$ cat config.mk
export PLATFORM = sky130hd
export DESIGN_NAME = rst_sequencer_flat
export DESIGN_NICKNAME = d
export VERILOG_FILES = /design/src/rtl/rst_seq_pkg.sv /design/src/rtl/rst_sequencer_if.sv /design/src/rtl/rst_seq_wdog.sv /design/src/rtl/rst_sequencer.sv /design/src/flat_wrapper.sv
export SDC_FILE = /design/constraint.sdc
export NUM_CORES = 1
export LEC_CHECK = 0
export BUFFER_PORTS_ARGS = -buffer_cell sky130_fd_sc_hd__buf_2
export CORE_MARGIN = 5
export CORE_UTILIZATION = 66
export CTS_BUF_LIST = sky130_fd_sc_hd__clkbuf_16
export DETAILED_ROUTE_END_ITERATION = 12
export GPL_TIMING_DRIVEN = 0
export PLACE_DENSITY_LB_ADDON = 0.08
export SETUP_SLACK_MARGIN = 0.3
export SLEW_MARGIN = 40
export SYNTH_ARGS = -nofsm -noshare
export SYNTH_HDL_FRONTEND = slang
export SYNTH_HIERARCHICAL = 1
export SYNTH_SLANG_ARGS = --single-unit
$ cat constraint.sdc
create_clock -name clk -period 7.2 [get_ports clk]
set_input_delay 0.72 -clock clk [delete_from_list [all_inputs] [get_ports clk]]
set_output_delay 0.72 -clock clk [all_outputs]
set_load 0.005 [all_outputs]
$ cat src/rtl/rst_seq_pkg.sv
// Shared types and constants for the reset sequencer.
package rst_seq_pkg;

    localparam int CYC_W = 32;

    typedef enum logic [2:0] {
        ST_HOLD      = 3'd0,
        ST_RELEASE   = 3'd1,
        ST_RUN       = 3'd2,
        ST_HALTED    = 3'd3,
        ST_TIMED_OUT = 3'd4
    } rst_seq_state_e;

endpackage

$ cat src/rtl/rst_sequencer_if.sv
// Control/status bundle between the bench side (master) and the reset sequencer (slave).
interface rst_sequencer_if #(
    parameter int NUM_DOMAINS = 3
);
    logic                           soft_rst_req;
    logic                           halt_i;
    logic                           retire_i;
    logic [NUM_DOMAINS-1:0]         dom_rst_o;
    logic                           core_run_o;
    logic                           done_o;
    logic                           timeout_o;
    logic [rst_seq_pkg::CYC_W-1:0]  cycle_cnt_o;

    modport master (
        output soft_rst_req, halt_i, retire_i,
        input  dom_rst_o, core_run_o, done_o, timeout_o, cycle_cnt_o
    );

    modport slave (
        input  soft_rst_req, halt_i, retire_i,
        output dom_rst_o, core_run_o, done_o, timeout_o, cycle_cnt_o
    );
endinterface

$ cat src/rtl/rst_seq_wdog.sv
// Retire watchdog: counts consecutive running cycles without a retire and flags
// the cycle on which the idle run reaches WDOG_CYCLES. Used only with RST_SEQ_WDOG_EN.
module rst_seq_wdog
    import rst_seq_pkg::*;
#(
    parameter int WDOG_CYCLES = 1024
) (
    input  logic clk,
    input  logic rst,
    input  logic i_clr,
    input  logic i_run,
    input  logic i_retire,
    output logic o_expire
);
    localparam logic [CYC_W-1:0] IDLE_LAST = CYC_W'(WDOG_CYCLES - 1);

    logic [CYC_W-1:0] r_idle_cnt;

    always_ff @(posedge clk or posedge rst) begin
        if (rst) begin
            r_idle_cnt <= '0;
        end else if (i_clr || !i_run || i_retire) begin
            r_idle_cnt <= '0;
        end else begin
            r_idle_cnt <= r_idle_cnt + 1'b1;
        end
    end

    // Asserted on the edge that would make the idle count reach WDOG_CYCLES.
    assign o_expire = i_run && !i_retire && (r_idle_cnt == IDLE_LAST);

endmodule

$ cat src/rtl/rst_sequencer.sv
// Bring-up sequencer: holds reset domains, releases them staggered, gates and times the core run.
// Optional retire watchdog is built when RST_SEQ_WDOG_EN is defined.
//
// state        | meaning
// ST_HOLD      | all domains in reset, counting HOLD_CYCLES
// ST_RELEASE   | domains released one by one every STAGGER cycles
// ST_RUN       | core enabled, run cycles counted
// ST_HALTED    | core halted itself, terminal
// ST_TIMED_OUT | budget or watchdog expired, terminal
module rst_sequencer
    import rst_seq_pkg::*;
#(
    parameter int HOLD_CYCLES    = 5,
    parameter int NUM_DOMAINS    = 3,
    parameter int STAGGER        = 2,
    parameter int TIMEOUT_CYCLES = 100000,
    parameter int WDOG_CYCLES    = 1024
) (
    input  logic              clk,
    input  logic              rst,
    rst_sequencer_if.slave    bus
);
    localparam logic [CYC_W-1:0] HOLD_LAST   = CYC_W'(HOLD_CYCLES - 1);
    localparam logic [CYC_W-1:0] REL_LAST    = CYC_W'((NUM_DOMAINS - 1) * STAGGER);
    localparam logic [CYC_W-1:0] TIMEOUT_VAL = CYC_W'(TIMEOUT_CYCLES);

    rst_seq_state_e         r_state;
    logic [CYC_W-1:0]       r_hold_cnt;
    logic [CYC_W-1:0]       r_rel_cnt;
    logic [CYC_W-1:0]       r_cycle_cnt;
    logic [NUM_DOMAINS-1:0] r_dom_rst;
    logic                   r_core_run;
    logic                   r_done;
    logic                   r_timeout;

    logic [CYC_W-1:0]       w_cycle_next;
    logic                   w_running;
    logic                   w_wdog_hit;

    assign w_cycle_next = r_cycle_cnt + 1'b1;
    assign w_running    = (r_state == ST_RUN) && r_core_run;

`ifdef RST_SEQ_WDOG_EN
    rst_seq_wdog #(
        .WDOG_CYCLES (WDOG_CYCLES)
    ) u_wdog (
        .clk      (clk),
        .rst      (rst),
        .i_clr    (bus.soft_rst_req),
        .i_run    (w_running),
        .i_retire (bus.retire_i),
        .o_expire (w_wdog_hit)
    );
`else
    logic w_unused_wdog;
    assign w_unused_wdog = bus.retire_i & (WDOG_CYCLES > 0);
    assign w_wdog_hit    = 1'b0;
`endif

    always_ff @(posedge clk or posedge rst) begin
        if (rst) begin
            r_state     <= ST_HOLD;
            r_hold_cnt  <= '0;
            r_rel_cnt   <= '0;
            r_cycle_cnt <= '0;
            r_dom_rst   <= '1;
            r_core_run  <= 1'b0;
            r_done      <= 1'b0;
            r_timeout   <= 1'b0;
        end else if (bus.soft_rst_req) begin
            r_state     <= ST_HOLD;
            r_hold_cnt  <= '0;
            r_rel_cnt   <= '0;
            r_cycle_cnt <= '0;
            r_dom_rst   <= '1;
            r_core_run  <= 1'b0;
            r_done      <= 1'b0;
            r_timeout   <= 1'b0;
        end else begin
            case (r_state)
                ST_HOLD: begin
                    if (r_hold_cnt == HOLD_LAST) begin
                        r_state    <= ST_RELEASE;
                        r_hold_cnt <= '0;
                        r_rel_cnt  <= '0;
                    end else begin
                        r_hold_cnt <= r_hold_cnt + 1'b1;
                    end
                end
                ST_RELEASE: begin
                    r_rel_cnt <= r_rel_cnt + 1'b1;
                    for (int i = 0; i < NUM_DOMAINS; i++) begin
                        if (r_rel_cnt == CYC_W'(i * STAGGER)) begin
                            r_dom_rst[i] <= 1'b0;
                        end
                    end
                    if (r_rel_cnt == REL_LAST) begin
                        r_state <= ST_RUN;
                    end
                end
                ST_RUN: begin
                    if (!r_core_run) begin
                        if (bus.halt_i) begin
                            r_state <= ST_HALTED;
                            r_done  <= 1'b1;
                        end else begin
                            r_core_run <= 1'b1;
                        end
                    end else begin
                        // The cycle in which halt/timeout is seen is still a counted run cycle.
                        r_cycle_cnt <= w_cycle_next;
                        if (bus.halt_i) begin
                            r_state    <= ST_HALTED;
                            r_done     <= 1'b1;
                            r_core_run <= 1'b0;
                        end else if ((w_cycle_next == TIMEOUT_VAL) || w_wdog_hit) begin
                            r_state    <= ST_TIMED_OUT;
                            r_done     <= 1'b1;
                            r_timeout  <= 1'b1;
                            r_core_run <= 1'b0;
                        end
                    end
                end
                ST_HALTED, ST_TIMED_OUT: begin
                    r_state <= r_state;
                end
                default: begin
                    r_state <= ST_HOLD;
                end
            endcase
        end
    end

    assign bus.dom_rst_o   = r_dom_rst;
    assign bus.core_run_o  = r_core_run;
    assign bus.done_o      = r_done;
    assign bus.timeout_o   = r_timeout;
    assign bus.cycle_cnt_o = r_cycle_cnt;

endmodule

$ cat src/flat_wrapper.sv
// flat-port wrapper written by rule: the top's interface ports become plain ports
module rst_sequencer_flat import rst_seq_pkg::*;
#(
    parameter int HOLD_CYCLES    = 5,
    parameter int NUM_DOMAINS    = 3,
    parameter int STAGGER        = 2,
    parameter int TIMEOUT_CYCLES = 100000,
    parameter int WDOG_CYCLES    = 1024
)
  (clk, rst, bus_soft_rst_req, bus_halt_i, bus_retire_i, bus_dom_rst_o, bus_core_run_o, bus_done_o, bus_timeout_o, bus_cycle_cnt_o);
  rst_sequencer_if #(.NUM_DOMAINS(NUM_DOMAINS)) bus_i ();
  input  logic clk;
  input  logic rst;
  input wire logic [$bits(bus_i.soft_rst_req)-1:0] bus_soft_rst_req;
  input wire logic [$bits(bus_i.halt_i)-1:0] bus_halt_i;
  input wire logic [$bits(bus_i.retire_i)-1:0] bus_retire_i;
  output wire logic [$bits(bus_i.dom_rst_o)-1:0] bus_dom_rst_o;
  output wire logic [$bits(bus_i.core_run_o)-1:0] bus_core_run_o;
  output wire logic [$bits(bus_i.done_o)-1:0] bus_done_o;
  output wire logic [$bits(bus_i.timeout_o)-1:0] bus_timeout_o;
  output wire logic [$bits(bus_i.cycle_cnt_o)-1:0] bus_cycle_cnt_o;
  assign bus_i.soft_rst_req = bus_soft_rst_req;
  assign bus_i.halt_i = bus_halt_i;
  assign bus_i.retire_i = bus_retire_i;
  assign bus_dom_rst_o = bus_i.dom_rst_o;
  assign bus_core_run_o = bus_i.core_run_o;
  assign bus_done_o = bus_i.done_o;
  assign bus_timeout_o = bus_i.timeout_o;
  assign bus_cycle_cnt_o = bus_i.cycle_cnt_o;
  rst_sequencer #(.HOLD_CYCLES(HOLD_CYCLES), .NUM_DOMAINS(NUM_DOMAINS), .STAGGER(STAGGER), .TIMEOUT_CYCLES(TIMEOUT_CYCLES), .WDOG_CYCLES(WDOG_CYCLES)) u_core (.clk(clk), .rst(rst), .bus(bus_i));
endmodule
==> Flow_metrics.wiki, run 1 <==
{| class="wikitable"
! Metric !! Value
|-
| Status || finished, final reports clean
|-
| CTS sink count || 105
|-
| Multi-input gate area in the final layout || 3450 um^2
|-
| H-tree depth || 3
|-
| Y dimension of the die || 108 um
|-
| Final WL || 15700 um
|-
| Wire length of the first global-routing pass || 26300 um
|-
| Number of cell instances on the worst register-to-register path || 8
|-
| Standby leakage power || 2.90 nW
|-
| Final Cycle Share || 43.6%
|-
| Fmax achieved || 318 MHz
|-
| Total DRC errors in the routed layout || 0
|-
| Overall via count from detail_route || 5955
|-
| Cell area after synthesis || 6280 um^2
|-
| Number of global-route vias before repair || 5541
|-
| Layout overhead on the synthesized area || 11.0%
|-
| Number of synthesized register bits || 105
|-
| Cell chosen for the clock root || sky130_fd_sc_hd__clkbuf_16
|-
| Unrepaired setup endpoints after global routing || no
|-
| Crit path kind || register to register
|-
| Number of antenna violations at the first check in global routing || 1
|-
| Post-Synthesis Mean Instance Area || 8.56 um^2
|-
| Startpoint of the worst register-to-register path || u_core/bus.cycle_cnt_o[0]
|-
| Worst relative slew slack || 48.9%
|-
| Max Cap Viol || 0
|-
| Floorplan die area || 11600 um^2
|-
| CP Launch Type || register
|-
| Total routing resource utilization after global routing || 28.0%
|-
| Clock tree from TritonCTS || done
|-
| Final count of pins violating max slew || 0
|-
| Core Region || 9240 um^2
|-
| Final nets || 799
|-
| Number of setup buffers added after CTS || 0
|-
| Class of the tightest hold or removal check || input port to async pin
|-
| Library cells used by synthesis || 58
|-
| Required time reported for the critical path endpoint || 7.42 ns
|-
| Count of warnings emitted by yosys || 6
|-
| Biggest fanout along the worst timing path || 8
|-
| Source-to-sink clock delay at the later pin of the worst-skew pair || 0.34 ns
|-
| Final total negative setup slack || 0 ns
|-
| Number of ports placed on the die boundary || 43
|-
| FF+latch area || 2630 um^2
|-
| Count of buffers from port buffering || 41
|-
| Clock-pin slew of the registers on the worst-case setup and hold paths || 0.07 ns
|-
| Number of enable-type register cells in the synthesized netlist || 0
|-
| Detailed placer's ending HPWL || 11100 um
|-
| Starting density of the core || 68.0%
|-
| Peak supply drop || 149 uV
|-
| Number of nets produced by synthesis || 746
|-
| Post-synth top flop || sky130_fd_sc_hd__dfrtp_1
|-
| Dominant cell by count in the synthesized netlist || sky130_fd_sc_hd__dfrtp_1
|-
| Top cells by area in the synthesized netlist || sky130_fd_sc_hd__dfrtp_1 41%, sky130_fd_sc_hd__o21ai_0 6.3%, sky130_fd_sc_hd__nor2_1 4.9%
|-
| Pin count of the biggest net entering global routing || 67
|-
| Maximum count of clock buffers along a single path || 2
|-
| Ratio of routed vias to standard cells || 6.47
|-
| First-pass iteration count of the detailed router || 6
|-
| Setup slack, reg-to-reg || 4.06 ns
|-
| Synth top area share || 40.6%
|-
| Layout filler cell count || 670
|-
| Cts repair resizes || 0
|-
| Time the worst path needs with I/O delays and setup || 3.14 ns
|-
| Die Width || 108 um
|-
| Clock buffer count from CTS || 9
|-
| Cell count after synthesis || 734
|-
| Critical path origin || u_core/bus.cycle_cnt_o[0]
|-
| Remaining global-route overflow || 0
|-
| Slew @ Worst Pin || 0.760 ns
|-
| End point of the critical path || u_core/r_state[1]
|-
| Fraction of the yosys area taken by sequential cells || 41.9%
|-
| Crit end category || register
|-
| Top cells by count, synth || 102 x sky130_fd_sc_hd__dfrtp_1, 82 x sky130_fd_sc_hd__nor2_1, 79 x sky130_fd_sc_hd__o21ai_0
|-
| Ratio of cells with drive above 1 in the final layout || 10.5%
|-
| Number of inserted diodes || 0
|-
| Iteration-0 DRC count of the detailed router || 553
|-
| Arr. time, crit path || 3.36 ns
|-
| # rows || 35
|-
| Final setup violation count || 0
|-
| Post-Route Skew || 0.00803 ns
|-
| Hold-fix buffers at CTS || 0
|-
| Total power || 1.39 mW
|-
| Final antenna-violating net count || 0
|-
| Share of flip-flops with an asynchronous set or reset || 100%
|-
| Worst flop-to-flop path endpoint || u_core/r_state[1]
|-
| Average wire length per cell after detail routing || 17.1 um
|-
| Weighted congestion reported at the end of routability-driven placement || 0.948
|-
| Final hold violation count || 0
|-
| Power density relative to cell area || 199 nW/um^2
|-
| Post-synthesis cell type with the largest combined area || sky130_fd_sc_hd__dfrtp_1
|}
## per-layer routing
layer / share of wire, % / track usage, %
met5: 0.045 / 0
met4: 3.6 / 13.3
met3: 6.6 / 3.72
met2: 48 / 44.7
met1: 42 / 37.7
## how the worst min path moves through the flow
stage                          startpoint                          to  depth (start not counted)
floorplan            u_core/r_rel_cnt[12]        u_core/r_rel_cnt[12]                          1
global placement    u_core/r_hold_cnt[10]       u_core/r_hold_cnt[10]                          2
detailed placement   u_core/r_hold_cnt[5]        u_core/r_hold_cnt[5]                          1
CTS                                   rst  u_core/bus.cycle_cnt_o[24]                          2
global route                          rst  u_core/bus.cycle_cnt_o[24]                          2
finish                                rst  u_core/bus.cycle_cnt_o[24]                          2
## logic make-up (layout without fill, tap and decap cells)
group / after synthesis / count (layout) / share of synthesized area (%)
flip-flops: 105 / 105 / 41.9
AND/OR/NAND/NOR: 351 / 351 / 29.3
buffers and inverters: 55 / 113 / 3.52
XOR/XNOR: 53 / 53 / 7.39
adder cells (fa/ha/maj): 7 / 7 / 1.39
AO/OA/AOI/OAI: 163 / 163 / 16.5
## layout by cell type, fill, tap and decap left out, types with 5 or more instances in the layout
master	n
sky130_fd_sc_hd__a21o_1	7
sky130_fd_sc_hd__buf_2	47
sky130_fd_sc_hd__o21ai_0	79
sky130_fd_sc_hd__nor2_1	82
sky130_fd_sc_hd__clkbuf_1	31
sky130_fd_sc_hd__a21oi_1	16
sky130_fd_sc_hd__nand2_1	74
sky130_fd_sc_hd__ha_1	7
sky130_fd_sc_hd__or3_1	5
sky130_fd_sc_hd__xor2_1	31
sky130_fd_sc_hd__nand4_1	32
sky130_fd_sc_hd__inv_1	15
sky130_fd_sc_hd__and2_1	12
sky130_fd_sc_hd__a31oi_1	8
sky130_fd_sc_hd__nand3b_1	5
sky130_fd_sc_hd__dfrtp_1	102
sky130_fd_sc_hd__nor2b_1	8
sky130_fd_sc_hd__and4_1	12
sky130_fd_sc_hd__o22ai_1	5
sky130_fd_sc_hd__nor4_1	21
sky130_fd_sc_hd__o41ai_1	5
sky130_fd_sc_hd__nor3_1	20
sky130_fd_sc_hd__o31ai_1	17
sky130_fd_sc_hd__and3_1	18
sky130_fd_sc_hd__nand2b_1	8
sky130_fd_sc_hd__xnor2_1	22
sky130_fd_sc_hd__nand3_1	31
sky130_fd_sc_hd__clkbuf_16	9
## cell type report
type | instances | area share [%]
plain buffers | 40 | 2.37
clock buffers | 9 | 3.23
clock inverters | 7 | 0.664
inverters | 15 | 0.915
multi-input cells | 574 | 49.4
flip-flops and latches | 105 | 37.7
well taps | 129 | 2.31
repair buffers | 42 | 3.34
## metrics by stage
stage	utilization (%)	std cells	instance area, um^2	setup WS (ns)	hold slack (ns)
after floorplan	-	734	6280	3.72	0.465
after global placement	72.0	904	6650	2.58	0.495
after detailed placement	72.5	905	6700	4.10	0.495
after CTS	75.4	921	6970	4.09	0.356
after global routing	75.5	921	6970	3.83	0.372
final	75.5	921	6970	4.06	0.354
## critical path, stage by stage (launching register included)
cell and delay, ns:
sky130_fd_sc_hd__dfrtp_1 0.50, sky130_fd_sc_hd__ha_1 0.21, sky130_fd_sc_hd__nand4_1 0.31, sky130_fd_sc_hd__nor3_1 0.59, sky130_fd_sc_hd__nand4_1 0.20, sky130_fd_sc_hd__o21bai_1 0.26
sky130_fd_sc_hd__a2111oi_4 0.37, sky130_fd_sc_hd__nand4_2 0.24, sky130_fd_sc_hd__a221o_1 0.34
## report_power, final
part | switching, mW | internal, mW
sequential | 0.0261 | 0.613
clock | 0.219 | 0.235
combinational | 0.205 | 0.0919
total | 0.451 | 0.940
## registers in the layout, summed over array words and instances (netlist names)
signal	count
u_core/bus.cycle_cnt_o	32
u_core/r_hold_cnt	32
u_core/r_rel_cnt	32
u_core/bus.dom_rst_o	3
u_core/r_state	3
u_core/bus.core_run_o	1
u_core/bus.done_o	1
u_core/bus.timeout_o	1
(Power assumes the default switching activity.)
==> inputs of run 2 (changes only) <==
--- a/config.mk
+++ b/config.mk
@@ -7,7 +7,7 @@
 export LEC_CHECK = 0
 export BUFFER_PORTS_ARGS = -buffer_cell sky130_fd_sc_hd__buf_2
 export CORE_MARGIN = 5
-export CORE_UTILIZATION = 66
+export CORE_UTILIZATION = 61
 export CTS_BUF_LIST = sky130_fd_sc_hd__clkbuf_16
 export DETAILED_ROUTE_END_ITERATION = 12
 export GPL_TIMING_DRIVEN = 0
==> constraint.sdc (replaced) <==
create_clock -name clk -period 3.1 [get_ports clk]
set_input_delay 0.31 -clock clk [delete_from_list [all_inputs] [get_ports clk]]
set_output_delay 0.31 -clock clk [all_outputs]
set_load 0.005 [all_outputs]
==> run 2 against run 1 <==
  * Register-to-register slack worse by 3.6 ns
  * Die area up 7.4%
  * Global-route usage down 1.3 points
  * First-iteration DRC count up 1.3%
  * Design area up 5.8%
  * Clock power rose to 2.6 times the previous value
  * Hold slack worse by 0.040 ns
  * Critical endpoint is now u_core/bus.core_run_o
  * Largest cell class unchanged
==> Flow_metrics.wiki, run 2 (synthesis results as in run 1) <==
{| class="wikitable"
! Metric !! Value
|-
| Y dimension of the die || 111 um (was 108 um)
|-
| Final count of pins violating max slew || 0 (unchanged)
|-
| Hold path startpoint || bus_halt_i
|-
| FF+latch area || 2640 um^2 (was 2630 um^2)
|-
| Max Cap Viol || 0 (unchanged)
|-
| Maximum count of clock buffers along a single path || 2 (unchanged)
|-
| Average wire length per cell after detail routing || 17.9 um (was 17.1 um)
|-
| Number of ports placed on the die boundary || 43 (unchanged)
|-
| Slew @ Worst Pin || 0.743 ns (was 0.760 ns)
|-
| Critical-path cell list || buf_2 > and4_1 > and4_1 > buf_2 > a2111oi_4 > o22ai_2 > a2111oi_4 > nand4_2 > buf_4 > a21o_1 (was ha_1 > nand4_1 > nor3_1 > nand4_1 > o21bai_1 > a2111oi_4 > nand4_2 > a221o_1)
|-
| Cell class contributing the biggest share of worst-path delay || compound AO/OA/AOI/OAI gates (was simple AND/OR/NAND/NOR gates)
|-
| Die Width || 111 um (was 108 um)
|-
| Clock buffer count from CTS || 9 (unchanged)
|-
| Cell chosen for the clock root || sky130_fd_sc_hd__clkbuf_16 (unchanged)
|-
| Met3 wire len || 1150 um (was 1030 um)
|-
| Top Metal Used || met4 (was met5)
|-
| Fmax achieved || 373 MHz (was 318 MHz)
|-
| Wire length of the first global-routing pass || 27600 um (was 26300 um)
|-
| Power density relative to cell area || 458 nW/um^2 (was 199 nW/um^2)
|-
| Layout overhead on the synthesized area || 17.4% (was 11.0%)
|-
| CP Launch Type || register (unchanged)
|-
| CTS sink count || 105 (unchanged)
|-
| CP peak stage delay || 0.38 ns (was 0.59 ns)
|-
| Total routing resource utilization after global routing || 26.7% (was 28.0%)
|-
| Remaining global-route overflow || 0 (unchanged)
|-
| Crit end category || register (unchanged)
|-
| Post-Route Skew || 0.00904 ns (was 0.00803 ns)
|-
| # rows || 37 (was 35)
|-
| Status || finished, final reports clean (unchanged)
|-
| Detailed-route wire length on metal 1 || 7090 um (was 6640 um)
|-
| Clock-pin slew of the registers on the worst-case setup and hold paths || 0.07 ns (about the same)
|-
| Count of buffers from port buffering || 41 (unchanged)
|-
| Overall via count from detail_route || 6019 (was 5955)
|-
| Required time reported for the critical path endpoint || 3.34 ns (was 7.42 ns)
|-
| Worst flop-to-flop path endpoint || u_core/bus.core_run_o (was u_core/r_state[1])
|-
| Time the worst path needs with I/O delays and setup || 2.68 ns (was 3.14 ns)
|-
| Unrepaired setup endpoints after global routing || no (unchanged)
|-
| Final setup violation count || 0 (unchanged)
|-
| Worst-path cell with the longest stage delay || sky130_fd_sc_hd__dfrtp_1 (was sky130_fd_sc_hd__nor3_1)
|-
| Ratio of cells with drive above 1 in the final layout || 15.4% (was 10.5%)
|-
| Crit path kind || register to register (unchanged)
|-
| Most common library cell in the layout ignoring fill and taps || sky130_fd_sc_hd__dfrtp_1 (unchanged)
|-
| Hold-critical path endpoint || u_core/bus.done_o
|-
| Clock tree from TritonCTS || done (unchanged)
|-
| Detailed placer's ending HPWL || 11400 um (was 11100 um)
|-
| Number of cell instances on the worst register-to-register path || 10 (was 8)
|-
| Final antenna-violating net count || 0 (unchanged)
|-
| Worst relative slew slack || 50.1% (was 48.9%)
|-
| Final hold violation count || 0 (unchanged)
|-
| Final total negative setup slack || 0 ns (unchanged)
|-
| Pin count of the biggest net entering global routing || 26 (was 67)
|-
| Startpoint of the worst register-to-register path || u_core/bus.cycle_cnt_o[12] (was u_core/bus.cycle_cnt_o[0])
|-
| Worst Path Buf+Inv || 3 (was 0)
|-
| Number of inserted diodes || 0 (unchanged)
|-
| Number of global-route vias before repair || 5602 (was 5541)
|-
| Floorplan die area || 12400 um^2 (was 11600 um^2)
|-
| Starting density of the core || 61.7% (was 68.0%)
|-
| Total power || 3.38 mW (was 1.39 mW)
|-
| Arr. time, crit path || 2.91 ns (was 3.36 ns)
|-
| Iteration-0 DRC count of the detailed router || 560 (was 553)
|-
| Leading cell types in the layout, fill and taps excluded || 96 x sky130_fd_sc_hd__dfrtp_1, 82 x sky130_fd_sc_hd__nor2_1, 78 x sky130_fd_sc_hd__o21ai_0 (was 102 x sky130_fd_sc_hd__dfrtp_1, 82 x sky130_fd_sc_hd__nor2_1, 79 x sky130_fd_sc_hd__o21ai_0)
|-
| Class of the tightest hold or removal check || input port to register (was input port to async pin)
|-
| Peak supply drop || 281 uV (was 149 uV)
|-
| Final Cycle Share || 86.4% (was 43.6%)
|-
| Total DRC errors in the routed layout || 0 (unchanged)
|-
| Biggest fanout along the worst timing path || 9 (was 8)
|-
| Core Region || 10200 um^2 (was 9240 um^2)
|-
| Final nets || 817 (was 799)
|-
| Hold-critical path depth || 3
|-
| Multi-input gate area in the final layout || 3590 um^2 (was 3450 um^2)
|-
| H-tree depth || 3 (unchanged)
|-
| Final WL || 16900 um (was 15700 um)
|-
| Detailed route wirelength on metal2 || 8210 um (was 7460 um)
|-
| Source-to-sink clock delay at the later pin of the worst-skew pair || 0.35 ns (was 0.34 ns)
|-
| Ratio of routed vias to standard cells || 6.36 (was 6.47)
|-
| Weighted congestion reported at the end of routability-driven placement || 0.976 (was 0.948)
|-
| Setup slack, reg-to-reg || 0.42 ns (was 4.06 ns)
|-
| Standby leakage power || 3.13 nW (was 2.90 nW)
|-
| First-pass iteration count of the detailed router || 5 (was 6)
|-
| Number of antenna violations at the first check in global routing || 0 (was 1)
|-
| Layout filler cell count || 784 (was 670)
|}
run 2: worst max path at each step:
stage / slack, ns / startpoint / to / cells past startpoint
2_1_floorplan: 0.55 / u_core/bus.cycle_cnt_o[0] / u_core/r_state[1] / 8
3_3_place_gp: 0.009 / u_core/bus.cycle_cnt_o[0] / u_core/r_state[1] / 8
3_5_place_dp: 0.004 / u_core/bus.cycle_cnt_o[0] / u_core/r_state[1] / 8
4_1_cts: 0.30 / u_core/r_hold_cnt[0] / u_core/r_hold_cnt[28] / 10
5_1_grt: 0.31 / u_core/bus.cycle_cnt_o[12] / u_core/bus.done_o / 10
6_report: 0.42 / u_core/bus.cycle_cnt_o[12] / u_core/bus.core_run_o / 10
run 2: repair_timing:
item / in CTS / in global routing
gates resized for setup: 18 / 31
hold buffers: 1 / 0
hold endpoints to repair: 10 / 0
pin swaps: 4 / 4
setup endpoints to repair: 22 / 38
buffers inserted: 4 / 10
run 2: power by group:
| group | switching, mW | internal [mW] |
|---|---|---|
| clock | 0.493 | 0.701 |
| sequential | 0.0571 | 1.42 |
| combinational | 0.474 | 0.228 |
| total | 1.02 | 2.35 |
run 2: per-stage QoR:
| step | instances | cell area, um^2 | worst slack (ns) | hold WS [ns] | util [%] |
|---|---|---|---|---|---|
| 2_1_floorplan | 734 | 6290 | 0.546 | 0.465 | - |
| 5_1_grt | 946 | 7380 | 0.313 | 0.320 | 72.4 |
| 3_5_place_dp | 915 | 6770 | 0.00436 | 0.367 | 66.5 |
| 4_1_cts | 936 | 7200 | 0.303 | 0.301 | 70.7 |
| 3_3_place_gp | 911 | 6660 | 0.00879 | 0.492 | 65.4 |
| 6_report | 946 | 7380 | 0.422 | 0.314 | 72.4 |
run 2: area by class of cell:
class / instances / area share (%)
plain buffers: 40 / 2.58
repair buffers: 60 / 5.63
inverters: 15 / 0.814
clock inverters: 7 / 1.15
well taps: 136 / 2.31
clock buffers: 9 / 3.05
multi-input cells: 574 / 48.7
flip-flops and latches: 105 / 35.8
run 2: tightest hold or removal path: cells and delay by family:
kind            cells  cell delay [ns]
simple gates        1             0.08
compound gates      1             0.07
buf+inv             1             0.15
run 2: metal layers:
layer / GRT usage [%] / up-vias
li1: - / 2811
met1: 35.4 / 2884
met2: 43.4 / 272
met3: 5.05 / 52
met4: 10.8 / 0
met5: 0 / -
